File: src/rtl/div_wb_ctrl.sv
// Issue/writeback controller for the iterative DIV/REM unit. It tracks one pending destination
// register and merges divider results into the shared register-file write port.
module div_wb_ctrl #(
  parameter int XLEN  = 32,
  parameter int CNT_W = 16
) (
  input  logic             clk,
  input  logic             reset,
  input  logic             id_div_valid,
  input  logic [1:0]       id_div_opc,
  input  logic [XLEN-1:0]  id_src1,
  input  logic [XLEN-1:0]  id_src2,
  input  logic [4:0]       id_rs1,
  input  logic [4:0]       id_rs2,
  input  logic [4:0]       id_rd,
  input  logic             id_rs1_used,
  input  logic             id_rs2_used,
  input  logic             id_rd_wr,
  output logic             id_stall,
  output logic             dec_start_div,
  output logic [1:0]       dec_div_opc,
  output logic [XLEN-1:0]  dec_src1,
  output logic [XLEN-1:0]  dec_src2,
  output logic [4:0]       dec_rs1,
  output logic [4:0]       dec_rs2,
  input  logic             div_busy,
  input  logic             div_ready,
  input  logic [XLEN-1:0]  div_result,
  input  logic             wrb_restart,
  input  logic             pipe_wr_en,
  output logic             div_wr_en,
  output logic [4:0]       div_wr_addr,
  output logic [XLEN-1:0]  div_wr_data,
  output logic [CNT_W-1:0] div_cycles
);

  typedef enum logic [1:0] {
    IDLE = 2'd0,
    BUSY = 2'd1,
    HOLD = 2'd2
  } state_t;

  state_t           state_reg, state_next;
  logic [4:0]       pend_rd_reg, pend_rd_next;
  logic [XLEN-1:0]  hold_data_reg, hold_data_next;
  logic [CNT_W-1:0] run_cnt_reg, run_cnt_next;
  logic [CNT_W-1:0] div_cycles_reg, div_cycles_next;
  logic [CNT_W-1:0] run_cnt_inc;
  logic             done;
  logic [XLEN-1:0]  done_data;
  logic             hz;

  assign dec_div_opc = id_div_opc;
  assign dec_src1    = id_src1;
  assign dec_src2    = id_src2;
  assign dec_rs1     = id_rs1;
  assign dec_rs2     = id_rs2;
  assign div_cycles  = div_cycles_reg;

  assign run_cnt_inc = (&run_cnt_reg) ? run_cnt_reg : run_cnt_reg + 1'b1;

  // x0 is never a real dependency, so a zero pend_rd never matches.
  always_comb begin
    hz = 1'b0;
    if (state_reg != IDLE && pend_rd_reg != 5'd0) begin
      hz = (id_rs1_used && id_rs1 == pend_rd_reg) ||
           (id_rs2_used && id_rs2 == pend_rd_reg) ||
           (id_rd_wr    && id_rd  == pend_rd_reg);
    end
  end

  assign id_stall = !wrb_restart &&
                    (hz || (id_div_valid && (state_reg != IDLE || div_busy)));

  always_ff @(posedge clk or posedge reset) begin
    if (reset) begin
      state_reg      <= IDLE;
      pend_rd_reg    <= '0;
      hold_data_reg  <= '0;
      run_cnt_reg    <= '0;
      div_cycles_reg <= '0;
    end else begin
      state_reg      <= state_next;
      pend_rd_reg    <= pend_rd_next;
      hold_data_reg  <= hold_data_next;
      run_cnt_reg    <= run_cnt_next;
      div_cycles_reg <= div_cycles_next;
    end
  end

  always_comb begin
    state_next      = state_reg;
    pend_rd_next    = pend_rd_reg;
    hold_data_next  = hold_data_reg;
    run_cnt_next    = run_cnt_reg;
    div_cycles_next = div_cycles_reg;
    dec_start_div   = 1'b0;
    done            = 1'b0;
    done_data       = '0;

    if (wrb_restart) begin
      // Flush drops whatever is in flight, including a result arriving this cycle.
      state_next   = IDLE;
      pend_rd_next = '0;
    end else begin
      case (state_reg)
        IDLE: begin
          // div_ready here may be a stale reuse hit; it is consumed from BUSY next cycle.
          if (id_div_valid && !div_busy) begin
            dec_start_div = 1'b1;
            pend_rd_next  = id_rd;
            run_cnt_next  = {{(CNT_W-1){1'b0}}, 1'b1};
            state_next    = BUSY;
          end
        end
        BUSY: begin
          run_cnt_next = run_cnt_inc;
          if (div_ready) begin
            if (!pipe_wr_en) begin
              done            = 1'b1;
              done_data       = div_result;
              div_cycles_next = run_cnt_reg;
              state_next      = IDLE;
            end else begin
              hold_data_next = div_result;
              state_next     = HOLD;
            end
          end
        end
        HOLD: begin
          run_cnt_next = run_cnt_inc;
          if (!pipe_wr_en) begin
            done            = 1'b1;
            done_data       = hold_data_reg;
            div_cycles_next = run_cnt_reg;
            state_next      = IDLE;
          end
        end
        default: begin
          state_next = IDLE;
        end
      endcase
    end
  end

  // A completion to x0 finishes the handshake without touching the register file.
  assign div_wr_en   = done && (pend_rd_reg != 5'd0);
  assign div_wr_addr = div_wr_en ? pend_rd_reg : 5'd0;
  assign div_wr_data = div_wr_en ? done_data : '0;

endmodule

File: config.mk
export PLATFORM = sky130hd
export DESIGN_NAME = div_wb_ctrl
export DESIGN_NICKNAME = d
export VERILOG_FILES = /design/src/rtl/div_wb_ctrl.sv
export SDC_FILE = /design/constraint.sdc
export NUM_CORES = 1
export LEC_CHECK = 0
export CORE_MARGIN = 2
export CORE_UTILIZATION = 25
export DETAILED_ROUTE_END_ITERATION = 6
export SETUP_SLACK_MARGIN = 0.4
export SLEW_MARGIN = 20
export SYNTH_ARGS = -nofsm -noshare
export SYNTH_HDL_FRONTEND = slang
export SYNTH_SLANG_ARGS = --single-unit
File: constraint.sdc
create_clock -name clk -period 2.4 [get_ports clk]
set_input_delay 0.36 -clock clk [delete_from_list [all_inputs] [get_ports clk]]
set_output_delay 0.36 -clock clk [all_outputs]
set_load 0.005 [all_outputs]
==> flow_summary_export.csv <==
group,metric,value,unit
cts,cts_made_buffers,9,
global_routing,grt_max_degree,40,
finish,stdcell_area,6480,um^2
sta,setup_slack,-0.0997,ns
cts,cts_max_path_buffers,2,
floorplan,fp-row-count,48,
routing,drt-initial-drc-count,61,
logic_synthesis,synth_xor_area_share,2.97,%
sta,finalMaxSlewViolations,0,
global_routing,grt_pass1_wl,18.7,mm
routing,drt_wl_total,13.0,mm
finish,area_delta_synth_final,46.4,%
run,cap_violations,0,
sta,finalSetupTns,-0.630,ns
power,total_power,3.66,mW
global_routing,grt_use_total,13.0,%
critical_path,startpoint_type,"flip-flop",
logic_synthesis,yosysTopAreaCell,"dfrtp_1",
logic_synthesis,ys_seq_elements,71,
place,io_buffers,122,
logic_synthesis,synth_commonest_cells,"76 x buf_4, 71 x dfrtp_1, 43 x mux2_2, 41 x nor2_1, 32 x a22oi_1",
critical_path,crit_type,"reg -> out",
global_routing,antenna_found_initial,0,
logic_synthesis,synth_area,4420,um^2
critical_path,crit_fanout,6,
sta,min_period,2.50,ns
power,ir_worst_vdd,0.000332,V
min_path,hp-class,"in -> async",
floorplan,ios,255,
logic_synthesis,synth_adder_area_share,1.41,%
logic_synthesis,synth_edf_count,0,
logic_synthesis,synthSimpleGateAreaFrac,11.3,%
finish,final_cells,761,
critical_path,cp_cell_sequence,"inv_2 > ha_4 > nor3b_4 > buf_6 > o221ai_4 > buf_12 > buf_6 > buf_12 > buf_16 > nor2_4 > buf_2",
logic_synthesis,synth.distinct_cells,50,
sta,tightestPinTransition,0.718,ns
routing,via_count,3672,
sta,setup_violations,16,
run_status,status,"finished, violations left",
sta,hold_viol,0,
cts,cts_tree,"built",
critical_path,critPathMaxStageDelay,0.36,ns
critical_path,arrival,2.14,ns
floorplan,die_area,18800,um^2
routing,routedWlPerCell,17.1,um
global_routing,overflow,0,
place,place_area,5590,um^2
sta,fmax,400,MHz
logic_synthesis,async_reset_ff_share,100,%
logic_synthesis,synthMuxAreaShare,13.9,%
finish,n_antenna_cell,0,
critical_path,cp.required,2.04,ns
floorplan,start_util,25.6,%
routing,antenna_left,0,
finish,drive_gt1_share,40.9,%
logic_synthesis,ys_warn_count,0,
sta,worst_clock_skew,0.00632,ns
routing,drc,0,
logic_synthesis,synth_compound_area_share,13.3,%
sta,rsz0062_at_grt,"yes",
logic_synthesis,synth_top_family_by_area,"buffers and inverters",
global_routing,grt_pass1_vias,3632,
power,powerDensity,565,nW/um^2
place,dpl.cell_count,724,
cts,clk-insertion-delay-late,0.33,ns
power,p_leak,2.72,nW
routing,via_per_inst,4.83,
finish,largest_reg_flops,32,
floorplan,coreArea,17300,um^2
floorplan,fp.dieH,137,um
floorplan,die_x,137,um
logic_synthesis,synth_nets,574,
sta,post-route-period-util,104,%
critical_path,endpoint_kind,"output pin",
place,gp_congestion,0.778,
cts,cts_max_level,3,
logic_synthesis,synth.area.top_cells,"dfrtp_1 40%, buf_4 13%, mux2_2 11%",
cts,clk_pin_slew,0.06,ns
critical_path,worst_path_max_delay_cell,"dfrtp_1",
place,place_ws,-0.209,ns
finish,fin_nets,660,
logic_synthesis,netlist_instances,446,
cts,cts.sink_count,71,
finish,multiInputGateArea,2310,um^2
finish,nFillCells,1681,
sta,slew-limit-headroom,52.1,%
routing,dr.pass1.iters,5,
logic_synthesis,synth_most_common_cell,"buf_4",
finish,ff_latch_area,1780,um^2
logic_synthesis,synth_flop_cell,"dfrtp_1",
logic_synthesis,syn_avg_cell_area,9.92,um^2
place,hpwl,8.67,mm
logic_synthesis,synth_seq_area_share,40.2,%
logic_synthesis,synth_top_area_share,40.2,%
cts,cts-root-buf,"clkbuf_16",
run_status,violations,"setup timing",
timing repair:
| action | CTS | global route |
|---|---|---|
| gates resized for setup | 215 | 58 |
| setup endpoints to repair | 81 | 80 |
| pin swaps | 33 | 11 |
| cloned | 3 | 4 |
| setup buffers | 12 | 3 |
| hold buffers | 0 | 0 |
critical path: cells and delay by family, from the launching register on:
kind | cells | cell delay, ns
AO/OA/AOI/OAI | 1 | 0.09
adder cells (fa/ha/maj) | 1 | 0.26
buffers and inverters | 7 | 0.82
flip-flops | 1 | 0.36
AND/OR/NAND/NOR | 2 | 0.26
per-layer routing:
layer	up-vias	global-route usage [%]	wire length, um	part of all wire [%]
met3	44	4.22	1020	7.9
met5	-	0	0	0
met4	0	6.47	537	4.1
li1	1670	-	-	-
met2	161	22.6	6470	50
met1	1797	14.1	4960	38
worst paths after layout:
check	start	to	slack (ns)	cells after the start
setup / recovery	state_reg[0]$_DFFE_PP0P_	div_wr_data[13]	-0.1	11
hold / removal	reset	hold_data_reg[8]$_DFFE_PP0P_	0.47	2
setup reg to reg	state_reg[0]$_DFFE_PP0P_	run_cnt_reg[10]$_DFFE_PP0P_	0.44	6
hold reg to reg	div_cycles[14]$_DFFE_PP0P_	div_cycles[14]$_DFFE_PP0P_	0.49	2
max in group asynchronous	reset	run_cnt_reg[5]$_DFFE_PP0P_	1.27	3
min in group clk	div_cycles[14]$_DFFE_PP0P_	div_cycles[14]$_DFFE_PP0P_	0.49	2
cell type report:
| type | count | area share, % |
|---|---|---|
| Tap cell | 225 | 4.35 |
| Clock buffer | 11 | 3.75 |
| Clock inverter | 4 | 1.08 |
| Sequential cell | 71 | 27.4 |
| Timing Repair Buffer | 180 | 27.0 |
| Inverter | 13 | 0.811 |
| Multi-Input combinational cell | 257 | 35.6 |
where the power goes:
part           total (mW)  switching (mW)  leakage [nW]  internal, mW
logic               0.729           0.292          1.62         0.438
registers            1.52           0.119         0.938          1.40
clock network        1.41           0.480         0.155         0.928
cell families after synthesis:
| logic type | count (synthesis) |
|---|---|
| buffers and inverters | 119 |
| and+or+nand+nor | 101 |
| AOI/OAI and AO/OA | 79 |
| DFF | 71 |
| muxes | 56 |
| xor gates and xnor gates | 15 |
| adders and majority gates | 5 |
cells in the final DEF (no fill, tap or decap), types with 5 or more instances in the layout:
| master | count |
|---|---|
| or2_2 | 5 |
| inv_1 | 9 |
| mux2i_1 | 13 |
| nand3_1 | 7 |
| nand2_1 | 14 |
| nor2_4 | 28 |
| buf_6 | 10 |
| dfrtp_1 | 71 |
| o21ai_0 | 12 |
| and2_1 | 5 |
| mux2_2 | 40 |
| xor2_1 | 11 |
| clkdlybuf4s50_1 | 80 |
| nand4_1 | 5 |
| a211oi_1 | 6 |
| nor2_1 | 10 |
| a22oi_1 | 32 |
| buf_12 | 10 |
| buf_4 | 33 |
| clkbuf_16 | 11 |
| buf_2 | 36 |
per-stage QoR:
stage / util [%] / hold slack [ns]
detailed placement: 32.3 / 0.475
finish: 37.5 / 0.473
global route: 37.5 / 0.511
floorplan: - / 0.473
CTS: 35.3 / 0.494
global placement: 32.3 / 0.472
No activity file was read; power rests on OpenSTA's default activity.
